<file path="src/rtl/sched_pkg.sv">
// Shared types and helpers for the sample scheduler.
//   state_t  : FSM state encoding (IDLE, ADC_WAIT, PROC_WAIT)
//   sat8_inc : 8-bit increment that sticks at 255 instead of wrapping
package sched_pkg;

    typedef enum logic [1:0] {
        ST_IDLE      = 2'd0,
        ST_ADC_WAIT  = 2'd1,
        ST_PROC_WAIT = 2'd2
    } state_t;

    function automatic logic [7:0] sat8_inc(input logic [7:0] v);
        return (v == 8'hFF) ? v : v + 8'd1;
    endfunction

endpackage

</file>
<file path="src/rtl/sample_scheduler_if.sv">
// Sample path bundle between the scheduler and the ADC / processor / DAC blocks.
//   adc_start   : scheduler -> ADC, start a conversion
//   adc_valid   : ADC -> scheduler, adc_data holds a converted sample
//   adc_data    : converted sample
//   proc_start  : scheduler -> processor, proc_data holds a new sample
//   proc_data   : sample held for the processor until the next capture
//   proc_done   : processor -> scheduler, proc_result is valid
//   proc_result : processed sample
//   dac_start   : scheduler -> DAC/PWM, load dac_data
//   dac_data    : sample for the DAC/PWM, held until the next update
//
// Handshake: every *_start / *_valid / *_done line is a one-cycle strobe with
// no ready/backpressure. Data qualified by a strobe is valid in the same cycle
// as the strobe; the receiver must take it in that cycle. proc_data and
// dac_data additionally hold their value until the next update.
interface sample_scheduler_if #(
    parameter int DW = 10
);
    logic          adc_start;
    logic          adc_valid;
    logic [DW-1:0] adc_data;
    logic          proc_start;
    logic [DW-1:0] proc_data;
    logic          proc_done;
    logic [DW-1:0] proc_result;
    logic          dac_start;
    logic [DW-1:0] dac_data;

    modport master (
        output adc_start,
        input  adc_valid,
        input  adc_data,
        output proc_start,
        output proc_data,
        input  proc_done,
        input  proc_result,
        output dac_start,
        output dac_data
    );

    modport slave (
        input  adc_start,
        output adc_valid,
        output adc_data,
        input  proc_start,
        input  proc_data,
        output proc_done,
        output proc_result,
        input  dac_start,
        input  dac_data
    );
endinterface

</file>
<file path="src/rtl/tick_divider.sv">
// Sampling tick generator.
//   clk    : system clock
//   rst_n  : synchronous reset, active low
//   enable : 1 = count; 0 = hold the divider at 0
//   tick   : high for one cycle every CLK_DIV+1 enabled cycles
module tick_divider #(
    parameter int CLK_DIV = 4999
) (
    input  logic clk,
    input  logic rst_n,
    input  logic enable,
    output logic tick
);
    localparam int DIVW = (CLK_DIV < 1) ? 1 : $clog2(CLK_DIV + 1);
    localparam logic [DIVW-1:0] DIV_MAX = DIVW'(CLK_DIV);

    logic [DIVW-1:0] div;

    assign tick = enable && (div == DIV_MAX);

    always_ff @(posedge clk) begin
        if (!rst_n) begin
            div <= '0;
        end else if (!enable || tick) begin
            div <= '0;
        end else begin
            div <= div + DIVW'(1);
        end
    end
endmodule

</file>
<file path="src/rtl/sample_scheduler.sv">
// Sequences one ADC -> processor -> DAC pass per sampling tick and keeps
// overrun / timeout diagnostics.
//   sysclk      : system clock
//   rst_n       : synchronous reset, active low
//   enable      : 1 = run sampling; 0 = finish the current pass, then stop
//   bus         : sample path bundle (master side)
//   busy        : a pass is in progress
//   overrun_cnt : ticks dropped while busy, saturating
//   timeout_cnt : passes aborted on wait timeout, saturating
//   state_dbg   : current FSM state
module sample_scheduler
    import sched_pkg::*;
#(
    parameter int DW      = 10,
    parameter int CLK_DIV = 4999,
    parameter int TMO     = 2047
) (
    input  logic                sysclk,
    input  logic                rst_n,
    input  logic                enable,
    sample_scheduler_if.master  bus,
    output logic                busy,
    output logic [7:0]          overrun_cnt,
    output logic [7:0]          timeout_cnt,
    output state_t              state_dbg
);
    localparam int WW = (TMO < 1) ? 1 : $clog2(TMO + 1);
    localparam logic [WW-1:0] TMO_W = WW'(TMO);

    state_t        state;
    state_t        state_nxt;
    logic [WW-1:0] wait_cnt;
    logic          tick;
    logic          tmo_hit;
    logic          adc_go;
    logic          proc_go;
    logic          done_go;
    logic          abort;
    logic [DW-1:0] adc_sample;
    logic [DW-1:0] proc_sample;

    assign adc_sample  = bus.adc_data;
    assign proc_sample = bus.proc_result;

    tick_divider #(
        .CLK_DIV (CLK_DIV)
    ) u_tick_divider (
        .clk    (sysclk),
        .rst_n  (rst_n),
        .enable (enable),
        .tick   (tick)
    );

    // wait_cnt is the index of the current cycle within the wait state.
    assign tmo_hit = (wait_cnt == TMO_W);

    // Next state and one-cycle event decisions. valid/done is tested before
    // the timeout so a response arriving on the last allowed cycle is kept.
    always_comb begin
        state_nxt = state;
        adc_go    = 1'b0;
        proc_go   = 1'b0;
        done_go   = 1'b0;
        abort     = 1'b0;
        case (state)
            ST_IDLE: begin
                if (tick) begin
                    state_nxt = ST_ADC_WAIT;
                    adc_go    = 1'b1;
                end
            end
            ST_ADC_WAIT: begin
                if (bus.adc_valid) begin
                    state_nxt = ST_PROC_WAIT;
                    proc_go   = 1'b1;
                end else if (tmo_hit) begin
                    state_nxt = ST_IDLE;
                    abort     = 1'b1;
                end
            end
            ST_PROC_WAIT: begin
                if (bus.proc_done) begin
                    state_nxt = ST_IDLE;
                    done_go   = 1'b1;
                end else if (tmo_hit) begin
                    state_nxt = ST_IDLE;
                    abort     = 1'b1;
                end
            end
            default: begin
                state_nxt = ST_IDLE;
            end
        endcase
    end

    always_ff @(posedge sysclk) begin
        if (!rst_n) begin
            state          <= ST_IDLE;
            wait_cnt       <= '0;
            bus.adc_start  <= 1'b0;
            bus.proc_start <= 1'b0;
            bus.dac_start  <= 1'b0;
            bus.proc_data  <= '0;
            bus.dac_data   <= '0;
            overrun_cnt    <= '0;
            timeout_cnt    <= '0;
        end else begin
            state          <= state_nxt;
            bus.adc_start  <= adc_go;
            bus.proc_start <= proc_go;
            // An aborted pass still loads the DAC so it re-holds the last value.
            bus.dac_start  <= done_go || abort;
            if (proc_go) begin
                bus.proc_data <= adc_sample;
            end
            if (done_go) begin
                bus.dac_data <= proc_sample;
            end
            // Restart the wait count on every state change.
            if (state == ST_IDLE || state_nxt != state) begin
                wait_cnt <= '0;
            end else begin
                wait_cnt <= wait_cnt + WW'(1);
            end
            if (tick && state != ST_IDLE) begin
                overrun_cnt <= sat8_inc(overrun_cnt);
            end
            if (abort) begin
                timeout_cnt <= sat8_inc(timeout_cnt);
            end
        end
    end

    assign busy      = (state != ST_IDLE);
    assign state_dbg = state;

endmodule

</file>
<file path="src/flat_wrapper.sv">
// flat-port wrapper written by rule: the top's interface ports become plain ports
module sample_scheduler_flat import sched_pkg::*;
#(
    parameter int DW      = 10,
    parameter int CLK_DIV = 4999,
    parameter int TMO     = 2047
)
  (sysclk, rst_n, enable, busy, overrun_cnt, timeout_cnt, state_dbg, bus_adc_start, bus_adc_valid, bus_adc_data, bus_proc_start, bus_proc_data, bus_proc_done, bus_proc_result, bus_dac_start, bus_dac_data);
  sample_scheduler_if #(.DW(DW)) bus_i ();
  input  logic sysclk;
  input  logic rst_n;
  input  logic enable;
  output logic busy;
  output logic [7:0] overrun_cnt;
  output logic [7:0] timeout_cnt;
  output state_t state_dbg;
  output wire logic [$bits(bus_i.adc_start)-1:0] bus_adc_start;
  input wire logic [$bits(bus_i.adc_valid)-1:0] bus_adc_valid;
  input wire logic [$bits(bus_i.adc_data)-1:0] bus_adc_data;
  output wire logic [$bits(bus_i.proc_start)-1:0] bus_proc_start;
  output wire logic [$bits(bus_i.proc_data)-1:0] bus_proc_data;
  input wire logic [$bits(bus_i.proc_done)-1:0] bus_proc_done;
  input wire logic [$bits(bus_i.proc_result)-1:0] bus_proc_result;
  output wire logic [$bits(bus_i.dac_start)-1:0] bus_dac_start;
  output wire logic [$bits(bus_i.dac_data)-1:0] bus_dac_data;
  assign bus_adc_start = bus_i.adc_start;
  assign bus_i.adc_valid = bus_adc_valid;
  assign bus_i.adc_data = bus_adc_data;
  assign bus_proc_start = bus_i.proc_start;
  assign bus_proc_data = bus_i.proc_data;
  assign bus_i.proc_done = bus_proc_done;
  assign bus_i.proc_result = bus_proc_result;
  assign bus_dac_start = bus_i.dac_start;
  assign bus_dac_data = bus_i.dac_data;
  sample_scheduler #(.DW(DW), .CLK_DIV(CLK_DIV), .TMO(TMO)) u_core (.sysclk(sysclk), .rst_n(rst_n), .enable(enable), .bus(bus_i), .busy(busy), .overrun_cnt(overrun_cnt), .timeout_cnt(timeout_cnt), .state_dbg(state_dbg));
endmodule
</file>
<file path="config.mk">
export PLATFORM = sky130hd
export DESIGN_NAME = sample_scheduler_flat
export DESIGN_NICKNAME = d
export VERILOG_FILES = /design/src/rtl/sched_pkg.sv /design/src/rtl/sample_scheduler_if.sv /design/src/rtl/tick_divider.sv /design/src/rtl/sample_scheduler.sv /design/src/flat_wrapper.sv
export SDC_FILE = /design/constraint.sdc
export NUM_CORES = 1
export LEC_CHECK = 0
export BUFFER_PORTS_ARGS = -buffer_cell sky130_fd_sc_hd__buf_2
export CAP_MARGIN = 20
export CORE_MARGIN = 3
export CORE_UTILIZATION = 45
export DETAILED_ROUTE_END_ITERATION = 12
export GPL_TIMING_DRIVEN = 1
export PLACE_DENSITY = 0.68
export SLEW_MARGIN = 20
export SYNTH_ARGS = -nofsm -noshare
export SYNTH_HDL_FRONTEND = slang
export SYNTH_SLANG_ARGS = --single-unit
</file>
<file path="constraint.sdc">
create_clock -name sysclk -period 3.62 [get_ports sysclk]
set_clock_uncertainty 0.1 [all_clocks]
set_input_delay 0.543 -clock sysclk [delete_from_list [all_inputs] [get_ports sysclk]]
set_output_delay 0.543 -clock sysclk [all_outputs]
set_load 0.02 [all_outputs]
</file>
# After elaboration in Yosys (flattened, before gate mapping)
# Index checks and enable logic that the tools add are counted.
dict set report totals {
  reg_bits 65
  inputBits 25
  output_inout_bits 42
}
dict set report classes {
  n_addsub 4
  eq_ne 7
  mux 14
  bitwise 3
  reduce_logical 13
}
# op n
set ops {}
lappend ops {{$add A8 B1 Y8 const B} 2}
lappend ops {{$eq A8 B8 Y1 const B} 2}
lappend ops {{$add A13 B1 Y13 const B} 1}
lappend ops {{$eq A13 B13 Y1 const B} 1}
lappend ops {{$add A11 B1 Y11 const B} 1}
lappend ops {{$eq A11 B11 Y1 const B} 1}
lappend ops {{$mux W1} 8}
lappend ops {{$mux W2} 4}
lappend ops {{$pmux W2 S3} 1}
lappend ops {{$reduce_and A2 Y1} 3}
lappend ops {{$reduce_or A2 Y1} 2}
lappend ops {{$logic_or A1 B1 Y1} 3}
lappend ops {{$not A1 Y1} 3}
lappend ops {{$eq A2 B1 Y1 const B} 1}
lappend ops {{$eq A2 B2 Y1 const B} 1}
lappend ops {{$logic_and A1 B1 Y1} 2}
lappend ops {{$logic_not A2 Y1} 1}
lappend ops {{$ne A2 B2 Y1} 1}
lappend ops {{$pmux W1 S2} 1}
lappend ops {{$reduce_bool A2 Y1} 1}
lappend ops {{$logic_not A1 Y1} 1}

# Depth between registers and ports, before layout
# Gate-level depths: netlist of the first run.
dict set report depth {
  ltp_word 7
  depth_mapped 7
  ltp_nobuf 7
}

# Hierarchy
# Synthesis of the first run repeated with hierarchy kept, for this count alone.
dict set report unflattened {
  cells_unflattened 334
  area_unflattened_um2 2861.5
}
# module instances cells_per_inst area_each_um2 seq_area_each_um2
set modules_own_cells {}
lappend modules_own_cells {sample_scheduler 1 269 2258.4 1041.0}
lappend modules_own_cells {tick_divider 1 65 603.1 260.2}

# Least setup slack after synthesis of the first run
# No wires, ideal clock.
dict set report synth_path {
  kind {flip-flop to flip-flop}
  from {register u_core.state[0], in the netlist u_core.state_dbg[0]}
  to {register u_core.wait_cnt[2]}
  setup_time_ps 68
  arrival_time_ps 1996
  setup_slack_ps 1456
  stages_incl_launch_ff 8
  period_less_slack_ps 2164
  path_cell_list {dfxtp_1 > inv_1 > ha_1 > inv_1 > nand2_1 > a2111oi_0 > o22ai_1 > nor2_1}
}
dict set report synth_via {
  elab_chain_cells 6
  word_cells_on_any_way 11
  classes_between {eq/ne: 3; mux: 5; reduce/logical: 3}
}
# element line
set synth_lines {}
lappend synth_lines {{start, declared} sample_scheduler.sv:30} ;# state_t state;
lappend synth_lines {{start signal, assigned} sample_scheduler.sv:108} ;# state <= state_nxt;
lappend synth_lines {{$mux W2} {sample_scheduler.sv:76, sample_scheduler.sv:85}}
lappend synth_lines {{$mux W2, on equally long branches} {sample_scheduler.sv:82, sample_scheduler.sv:73}}
lappend synth_lines {{$pmux W2 S3} sample_scheduler.sv:65} ;# case (state)
lappend synth_lines {{$ne A2 B2 Y1} sample_scheduler.sv:120} ;# if (state == ST_IDLE || state_nxt != state) begin
lappend synth_lines {{$logic_or A1 B1 Y1 *} sample_scheduler.sv:120}
lappend synth_lines {{$reduce_or A2 Y1 (no line) *} --}
lappend synth_lines {{end signal, assigned} sample_scheduler.sv:123} ;# wait_cnt <= wait_cnt + WW'(1);
lappend synth_lines {{end, declared} sample_scheduler.sv:32} ;# logic [WW-1:0] wait_cnt;
# Every way passes the cells marked *; elsewhere a longest branch is shown, timed or not.
# A chain may end at the register's enable or synchronous reset.

# Worst setup path after layout of the first run
dict set report layout_path {
  from {register u_core.state[1], in the netlist u_core.state_dbg[1]}
  to {register u_core.wait_cnt[6]}
}
# Same word-level chain as after synthesis.

==> results.toml, run 1 <==
[floorplanning]
chipWidth_microns = 84.57
dieHeight_microns = 84.57
num_rows = 27
coreArea_sq_um = 5743
start_util = 0.4837
pin_count = 67
dieArea_sq_um = 7151

[detailed_routing]
wl_per_cell_microns = 12.35
drt_iter0_markers = 107
first_pass_iters = 4
via_count = 2444
drt_drc_violations_left = 0
routed_via_density = 5.145
ant_nets = 0
drt-total-wl_microns = 5866

[yosys]
synth.top_cell.area_share = 0.4685
synthMuxAreaShare = 0.01441
synth_most_common_cell = "dfxtp_1"
synth_compound_area_frac = 0.1032
synth_edf_count = 0
synth_top_family_by_area = "simple AND/OR/NAND/NOR gates"
synth_area_per_cell_sq_um = 8.417
ys_seq_area_frac = 0.4685
yosys_most_used_dff = "dfxtp_1"
synth_area_sq_um = 2778
synth_fa_ha_area_frac = 0.03604
synth-simple-area-share = 0.2838
ys_warn_count = 0
syn_nets = 363
ys_top_cells_by_count = "65 x dfxtp_1, 63 x nand2_1, 33 x a21oi_1, 33 x nor2_1, 15 x nand3_1"
async_flop_share = 0
synth.top_cells.by_area = "dfxtp_1 47%, nand2_1 8.5%, a21oi_1 5.9%"
synth_cells = 330
ys_seq_elements = 65
synth_xor_xnor_area_share = 0.06306
yosysTopAreaCell = "dfxtp_1"
synth.distinct_cells = 41

[hold_path]
hold_end = "u_core.bus.dac_data[0]$_SDFFE_PN0P_"
worstHoldStart = "bus_proc_result[0]"
hold_depth = 3
hp-class = "input port to flip-flop"

[clock_network]
post_cts_buffers = 0
cts_hold_buf = 0
clock_latency_ns = 0.34
cts_buffer_depth = 2
clkTransAtPathRegs_ns = 0.08
cts.sinks = 65
postCtsResizedCells = 0
h-tree-depth = 3
cts-root-buf = "clkbuf_8"
numCtsBuffers = 9
cts_tree = "built"

[power_and_ir_drop]
vdd_ir_drop_max_mv = 0.2350
p_per_area_nw_per_um2 = 454.0
clockPowerShare = 0.521
swShare = 0.1929
switching_power_uw = 300.1
power_mw = 1.556
share_seq_of_total_power = 0.461
power_frac_comb = 0.019
intPower_mw = 1.256
leakagePower_nw = 1.409

[worst_setup_path]
critPathLaunchType = "flip-flop"
crit_fanout = 15
rr_startpoint = "u_core.state_dbg[1]$_SDFF_PN0_"
cp.arrival_ns = 2.49
rr_worst_depth = 6
criticalPathCategory = "flip-flop to flip-flop"
end_kind = "flip-flop"
crit_required_ns = 3.72
reg2reg_to = "u_core.wait_cnt[6]$_SDFF_PP0_"
regToRegSetupSlack_ns = 1.22

[final_layout]
multi_input_area_sq_um = 1390
final_cell_area_sq_um = 3427
instances_no_fill = 475
seq_area_sq_um = 1301
area_growth_pct = 23.38
drive_gt1_frac = 0.2258
nFillCells = 539
antennaDiodeCount = 0
num-nets-final = 431

[global_route]
grt_max_degree = 36
track_usage = 0.1713
globalRoute.totalOverflow = 0
grt_pass1_vias = 2174
grt_first_pass_wirelength_microns = 10090
antenna_found_initial = 0

[placed_design]
placedCellCount = 459
gp_congestion = 0.7959
place_ws_ns = 1.217
place_area_sq_um = 3161
io_buffers = 66
place_hpwl_microns = 4141

[sta]
final_max_slew_viol_count = 0
setup_slack_ns = 1.224
worst_slew_pin_slew_ns = 0.7811
fin_crit_ns = 2.396
rsz0062_at_grt = "false"
timing.final.crit_share = 0.6619
setup_violations = 0
timing.fmax_mhz = 417.3
maxSlewHeadroom = 0.4792
fin_setup_tns_ns = 0
finalHoldViolCount = 0

[outcome]
status = "completed"

[run]
drv_cap = 0
-- final cells by class --
type / instances / area share
flip-flops and latches: 65 / 0.3797
clock buffers: 9 / 0.03614
multi-input cells: 244 / 0.4056
repair buffers: 67 / 0.09858
inverters: 11 / 0.01205
clock inverters: 7 / 0.04162
well taps: 72 / 0.02629
-- layer usage --
layer	wire length, microns	track usage
met3	314	0.05397
met1	2734	0.2201
met4	125	0.07338
met5	0	0
met2	2693	0.2648
-- cells in the final DEF, fill, tap and decap left out, types with 2 or more instances in the layout --
cell type / n
bufinv_16: 4
clkinv_4: 2
o21ai_0: 13
nor3_1: 6
nand2b_1: 4
and2_1: 2
nand2_1: 63
and3_1: 3
buf_2: 66
xor2_1: 13
inv_1: 10
or3_1: 8
ha_1: 8
nand4_1: 8
clkbuf_8: 9
or2_2: 3
and4_1: 2
nand3_1: 15
a21oi_1: 33
dfxtp_1: 65
nor4_1: 2
nor2_1: 33
xnor2_1: 7
mux2i_1: 4
-- cells by family (layout without fill, tap and decap cells) --
| logic type | after synthesis | count (layout) |
|---|---|---|
| AOI/OAI and AO/OA | 53 | 53 |
| DFF | 65 | 65 |
| xor gates and xnor gates | 20 | 20 |
| and+or+nand+nor | 159 | 159 |
| muxes | 4 | 4 |
| adders and majority gates | 8 | 8 |
| buffers and inverters | 21 | 94 |
-- critical path: stages (launching register included) --
cell       delay (ns)
dfxtp_1          0.44
inv_1            0.11
ha_1             0.23
nand2_1          0.38
a2111oi_0        0.23
o22ai_1          0.66
nor2_1           0.11
-- power by group through the flow --
| stage | registers (mW) | clock network, mW | logic (mW) |
|---|---|---|---|
| 2_1_floorplan | 0.733 | 0 | 0.0122 |
| 3_3_place_gp | 0.733 | 0 | 0.0295 |
| 3_5_place_dp | 0.733 | 0 | 0.0296 |
| 4_1_cts | 0.716 | 0.830 | 0.0297 |
| 5_1_grt | 0.716 | 0.873 | 0.0332 |
| 6_report | 0.716 | 0.810 | 0.0294 |
-- metrics by stage --
step | hold WS [ns] | utilization
final | 0.3298 | 0.5967
after global routing | 0.3237 | 0.5967
after CTS | 0.3196 | 0.5967
after detailed placement | 0.3374 | 0.5503
after global placement | 0.3327 | 0.5503
after floorplan | 0.3176 | -
-- state kept, by name, summed over array words and instances, names as in the netlist --
name,flops
u_core.u_tick_divider.div,13
u_core.wait_cnt,11
u_core.bus.dac_data,10
u_core.bus.proc_data,10
u_core.overrun_cnt,8
u_core.timeout_cnt,8
u_core.state_dbg,2
u_core.bus.adc_start,1
u_core.bus.dac_start,1
u_core.bus.proc_start,1
-- worst max-delay path by stage --
stage | start | endpoint | depth (start not counted)
finish | u_core.state_dbg[1]$_SDFF_PN0_ | u_core.wait_cnt[6]$_SDFF_PP0_ | 6
global route | u_core.state_dbg[1]$_SDFF_PN0_ | u_core.wait_cnt[3]$_SDFF_PP0_ | 6
CTS | u_core.state_dbg[1]$_SDFF_PN0_ | u_core.wait_cnt[6]$_SDFF_PP0_ | 6
detailed placement | u_core.state_dbg[1]$_SDFF_PN0_ | u_core.wait_cnt[7]$_SDFF_PP0_ | 6
global placement | u_core.state_dbg[1]$_SDFF_PN0_ | u_core.wait_cnt[6]$_SDFF_PP0_ | 6
floorplan | u_core.state_dbg[0]$_SDFF_PN0_ | u_core.wait_cnt[2]$_SDFF_PP0_ | 7
No activity file was read; power rests on OpenSTA's default activity.
==> inputs of run 2 (changes only) <==
Settings changed: ABC_AREA set to 1.
Clock period 3.62 ns to 2.35 ns, I/O delays scaled along.
==> results.toml, run 2 <==
[yosys]
yosysTopAreaCell = "dfxtp_1"
synth_top_family_by_area = "simple AND/OR/NAND/NOR gates"
synth.top_cells.by_area = "dfxtp_1 45%, nor2_1 9.6%, nand2_1 6.8%"
synth-simple-area-share = 0.2922
yosys_most_used_dff = "dfxtp_1"
synth_area_sq_um = 2908
synth_cells = 382
synthMuxAreaShare = 0
syn_nets = 415
ys_seq_elements = 65
synth_fa_ha_area_frac = 0.03442
async_flop_share = 0
synth_xor_xnor_area_share = 0.05422
ys_warn_count = 0
ys_top_cells_by_count = "74 x nor2_1, 65 x dfxtp_1, 53 x nand2_1, 35 x inv_1, 29 x o21ai_0"
synth_area_per_cell_sq_um = 7.612
synth.distinct_cells = 27
synth_most_common_cell = "nor2_1"
ys_seq_area_frac = 0.4475
synth_edf_count = 0
synth_compound_area_frac = 0.1011
synth.top_cell.area_share = 0.4475

[global_route]
antenna_found_initial = 0
globalRoute.totalOverflow = 0
grt_max_degree = 24
grt_pass1_vias = 2382
grt_first_pass_wirelength_microns = 10250
track_usage = 0.1702

[detailed_routing]
via_count = 2552
wl_per_cell_microns = 11.11
ant_nets = 0
drt-total-wl_microns = 5889
first_pass_iters = 4
drt_iter0_markers = 79
drt_drc_violations_left = 0
routed_via_density = 4.815

[placed_design]
placedCellCount = 514
io_buffers = 66
gp_congestion = 0.8199
place_ws_ns = 0.3430
place_hpwl_microns = 4308

[worst_setup_path]
crit_required_ns = 2.51
max_stage_delay_ns = 0.36
cp_cell_sequence = "inv_1 > ha_1 > inv_1 > o21ai_0 > nand2_1 > nand2_1 > nand2_1 > a21oi_1 > nand3_2 > nor2_2"
path_delay_family = "simple AND/OR/NAND/NOR gates"
end_kind = "flip-flop"
cpMostUsedCell = "nand2_1"
criticalPathCategory = "flip-flop to flip-flop"
crit_fanout = 11
critPathLaunchType = "flip-flop"
cpMaxStageDelayCell = "dfxtp_1"
cp_num_buf_inv = 2
cp.arrival_ns = 2.20

[clock_network]
clock_latency_ns = 0.33
cts-root-buf = "clkbuf_8"
cts_hold_buf = 0
numCtsBuffers = 9
cts_tree = "built"
postCtsResizedCells = 0
clkTransAtPathRegs_ns = 0.07
post_cts_buffers = 0
cts_buffer_depth = 2
cts.sinks = 65
h-tree-depth = 3

[run]
drv_cap = 0

[sta]
worst_slew_pin_slew_ns = 0.4710
rsz0062_at_grt = "false"
timing.fmax_mhz = 490.1
fin_crit_ns = 2.040
timing.final.crit_share = 0.8682
finalHoldViolCount = 0
maxSlewHeadroom = 0.6856
setup_violations = 0
fin_setup_tns_ns = 0
final_max_slew_viol_count = 0
setup_slack_ns = 0.3098

[outcome]
status = "completed"

[power_and_ir_drop]
vdd_ir_drop_max_mv = 0.4367
leakagePower_nw = 1.464
p_per_area_nw_per_um2 = 651.4

[final_layout]
top_regs = "u_core.u_tick_divider.div: 13 flops, u_core.wait_cnt: 11 flops"
nFillCells = 604
multi_input_area_sq_um = 1401
area_growth_pct = 21.51
final_common_cell = "nor2_1"
largest_reg_flops = 13
instances_no_fill = 530
registers.top_by_ff_count = "u_core.u_tick_divider.div"
layout.cells.most_common_list = "74 x nor2_1, 66 x buf_2, 65 x dfxtp_1"
antennaDiodeCount = 0
drive_gt1_frac = 0.2527
seq_area_sq_um = 1301
num-nets-final = 483

[hold_path]
hp-class = "input port to flip-flop"

[floorplanning]
dieHeight_microns = 86.39
start_util = 0.4770
coreArea_sq_um = 6096
dieArea_sq_um = 7462
pin_count = 67
num_rows = 28
chipWidth_microns = 86.39
run 2: changes by cell type in the layout (fill, tap and decap cells not counted), moves of 5 or more:
| cell | change |
|---|---|
| o21ai_0 | +16 |
| inv_1 | +25 |
| nand3_2 | +5 |
| nand2_1 | -10 |
| nor2_2 | +14 |
| or3_1 | -8 |
| nor2_1 | +41 |
| a21oi_1 | -13 |
| nand2_2 | +5 |
run 2: final timing paths:
check	start	end	slack (ns)	depth (start not counted)
setup / recovery	u_core.state_dbg[1]$_SDFF_PN0_	u_core.wait_cnt[9]$_SDFF_PP0_	0.31	10
hold / removal	bus_adc_data[9]	u_core.bus.proc_data[9]$_SDFFE_PN0P_	0.16	3
setup reg to reg	u_core.state_dbg[1]$_SDFF_PN0_	u_core.wait_cnt[9]$_SDFF_PP0_	0.31	10
hold reg to reg	u_core.wait_cnt[0]$_SDFF_PP0_	u_core.wait_cnt[0]$_SDFF_PP0_	0.34	1
run 2: metal layers:
layer / vias to the layer above / track usage / share of wire
li1: 1358 / - / -
met5: - / 0 / 0
met2: 70 / 0.2698 / 0.45
met3: 2 / 0.07414 / 0.079
met4: 0 / 0.05099 / 0.0031
met1: 1122 / 0.2093 / 0.47
run 2: area by class of cell:
class                      instances  area share
inverter                          39     0.04178
clock buffer                      11     0.04001
clock inverter                     5     0.02904
timing repair buffer              68     0.09773
multi-input combinational        267      0.3966
sequential                        65      0.3683
tap                               75     0.02656
run 2: logic make-up (layout without fill, tap and decap cells):
logic type | after synthesis | count (layout)
compound gates | 56 | 56
xor+xnor | 18 | 18
fa+ha+maj | 8 | 8
buf+inv | 50 | 123
flops | 65 | 65
simple gates | 185 | 185
run 2: report_power, final:
group          internal, mW  switching (mW)
Sequential             1.10         0.00108
Combinational        0.0219          0.0273
Clock                 0.732           0.417
run 2: through the flow:
step | util | cell area [sq um] | hold WS, ns | total power [mW]
floorplan | - | 2908 | 0.3175 | 1.153
global placement | 0.5396 | 3289 | 0.3256 | 1.178
detailed placement | 0.5396 | 3289 | 0.3348 | 1.179
CTS | 0.5796 | 3533 | 0.1437 | 2.340
global route | 0.5796 | 3533 | 0.1751 | 2.390
finish | 0.5796 | 3533 | 0.1600 | 2.302
run 2: worst min-delay path, cell delays in order:
cell     delay (ns)
buf_2          0.07
o21ai_0        0.07
nor2_1         0.07
==> inputs of run 3 (changes only) <==
Settings changed: PLACE_DENSITY 0.68 to 0.67, SYNTH_HIERARCHICAL set to 1.
==> results.toml, run 3 <==
[clock_network]
cts_buffer_depth = 2
h-tree-depth = 3
cts.sinks = 65
clkTransAtPathRegs_ns = 0.07
cts_hold_buf = 0
cts_tree = "built"
cts-root-buf = "clkbuf_8"
numCtsBuffers = 9
clock_latency_ns = 0.33

[worst_setup_path]
rr_startpoint = "u_core/u_tick_divider/div[0]$_SDFF_PP0_"
cp.arrival_ns = 2.22
cp_cell_sequence = "ha_1 > nand2_2 > nor2_1 > nand3_1 > nor2_1 > inv_1 > nor2_1 > nand2_1 > inv_2 > nand2_1 > nor2_2 > nand3_1 > nand2_1 > nor2_1"
crit_required_ns = 2.47
criticalPathCategory = "flip-flop to flip-flop"
cpMaxStageDelayCell = "dfxtp_1"
cp-startpoint = "u_core/u_tick_divider/div[0]$_SDFF_PP0_"
crit_fanout = 6
critPathLaunchType = "flip-flop"
cpMostUsedCell = "nor2_1"
end_kind = "flip-flop"
max_stage_delay_ns = 0.37
path_delay_family = "simple AND/OR/NAND/NOR gates"
cp_num_buf_inv = 2

[sta]
fin_crit_ns = 2.095
setup_violations = 0
final_max_slew_viol_count = 0
fin_setup_tns_ns = 0
rsz0062_at_grt = "false"
finalHoldViolCount = 0
maxSlewHeadroom = 0.7261
timing.fmax_mhz = 477.4
worst_hold_slack_ns = 0.1715
worst_slew_pin_slew_ns = 0.4104
timing.final.crit_share = 0.8914
setup_slack_ns = 0.2552

[final_layout]
num-nets-final = 497
nFillCells = 605
largest_reg_flops = 13
layout.cells.most_common_list = "78 x nor2_1, 66 x buf_2, 65 x dfxtp_1"
drive_gt1_frac = 0.2473
final_common_cell = "nor2_1"
area_growth_pct = 20.29
top_regs = "u_core/u_tick_divider/div: 13 flops, u_core/wait_cnt: 11 flops"
antennaDiodeCount = 0
registers.top_by_ff_count = "u_core/u_tick_divider/div"

[floorplanning]
num_rows = 28
start_util = 0.4811
dieHeight_microns = 87.20
chipWidth_microns = 87.20
dieArea_sq_um = 7603
pin_count = 67
coreArea_sq_um = 6166

[detailed_routing]
m1WireLength_microns = 3009
drt_drc_violations_left = 0
first_pass_iters = 4
drt_iter0_markers = 145
dr_wl_met3_microns = 273
dr_wl_met2_microns = 3051
drt-total-wl_microns = 6406
via_count = 2634
ant_nets = 0
wl_per_cell_microns = 11.78
routed_via_density = 4.842
top_layer = "met4"

[yosys]
async_flop_share = 0
ys_seq_elements = 65
synth_cells = 392
ys_seq_area_frac = 0.4386
synth_area_per_cell_sq_um = 7.568
synth_edf_count = 0
synth_area_sq_um = 2967
ys_top_cells_by_count = "79 x nor2_1, 65 x dfxtp_1, 57 x nand2_1, 48 x inv_1, 30 x o21ai_0"
synth_most_common_cell = "nor2_1"
synth.top_cell.area_share = 0.4386
synth.top_cells.by_area = "dfxtp_1 44%, nor2_1 10%, nand2_1 7.2%"
syn_nets = 425
yosys_most_used_dff = "dfxtp_1"
yosysTopAreaCell = "dfxtp_1"
synth.distinct_cells = 31
ys_warn_count = 6

[hold_path]
hp-class = "input port to flip-flop"
worstHoldStart = "bus_adc_data[2]"

[global_route]
grt_max_degree = 28
track_usage = 0.1866
antenna_found_initial = 0
grt_pass1_vias = 2499
grt_first_pass_wirelength_microns = 11240
globalRoute.totalOverflow = 0

[placed_design]
io_buffers = 66
place_ws_ns = 0.2193
place_hpwl_microns = 4733
gp_congestion = 0.8486

[power_and_ir_drop]
power_mw = 2.111
leakagePower_nw = 1.519
vdd_ir_drop_max_mv = 0.3988
p_per_area_nw_per_um2 = 591.7

[outcome]
status = "completed"

[run]
drv_cap = 0
[run 3: cell count changes after synthesis, moves of 3 or more]
cell / before / now
xnor2_1: 7 / 4
clkbuf_1: 8 / 5
nor3_2: 1 / 8
nand3_1: 13 / 16
nor2_1: 74 / 79
nand4_1: 11 / 7
nand2_1: 53 / 57
inv_1: 35 / 48
nor2_2: 14 / 5
[run 3: layer usage]
layer / up-vias / GRT usage
li1: 1388 / -
met1: 1188 / 0.2422
met2: 52 / 0.2961
met3: 6 / 0.05203
met4: 0 / 0.06834
met5: - / 0
[run 3: logic make-up after synthesis]
| kind of cell | Yosys count | share of synthesized area |
|---|---|---|
| AOI/OAI and AO/OA | 54 | 0.09574 |
| adders and majority gates | 8 | 0.03374 |
| buffers and inverters | 59 | 0.08266 |
| and+or+nand+nor | 192 | 0.3079 |
| DFF | 65 | 0.4386 |
| xor gates and xnor gates | 14 | 0.04133 |
[run 3: final timing paths]
check	depth (start not counted)	to	slack, ns
max	14	u_core/overrun_cnt[7]$_SDFFE_PN0P_	0.26
min	3	u_core/bus.proc_data[2]$_SDFFE_PN0P_	0.17
max reg2reg	14	u_core/overrun_cnt[7]$_SDFFE_PN0P_	0.26
min reg2reg	1	u_core/wait_cnt[0]$_SDFF_PP0_	0.36
[run 3: through the flow]
step                cell area [sq um]  utilization  instances
floorplan                        2967            -        392
global placement                 3363       0.5455        528
detailed placement               3363       0.5455        528
CTS                              3566       0.5783        544
global route                     3568       0.5787        544
finish                           3568       0.5787        544
[run 3: worst min-delay path: cells and delay by family]
kind	cells	cell delay (ns)
and+or+nand+nor	1	0.07
buffers and inverters	1	0.07
AOI/OAI and AO/OA	1	0.07
[run 3: area by class of cell]
class | count | area (sq um) | area share
Sequential cell | 65 | 1301 | 0.3647
Tap cell | 75 | 93.84 | 0.02630
Inverter | 50 | 187.7 | 0.05259
Clock inverter | 6 | 65.06 | 0.01823
Multi-Input combinational cell | 268 | 1423 | 0.3987
Timing Repair Buffer | 70 | 360.3 | 0.1010
Clock buffer | 10 | 137.6 | 0.03857
[run 3: report_power, final]
part | total, mW | internal, mW | switching (mW)
clock network | 0.955 | 0.522 | 0.432
logic | 0.0530 | 0.0230 | 0.0300
registers | 1.10 | 1.10 | 0.00142
total | 2.11 | 1.65 | 0.464
[run 3: timing repair]
action,in CTS,in global routing
resized for setup,0,1
buffers inserted,0,0
endpoints found under the setup margin,0,2
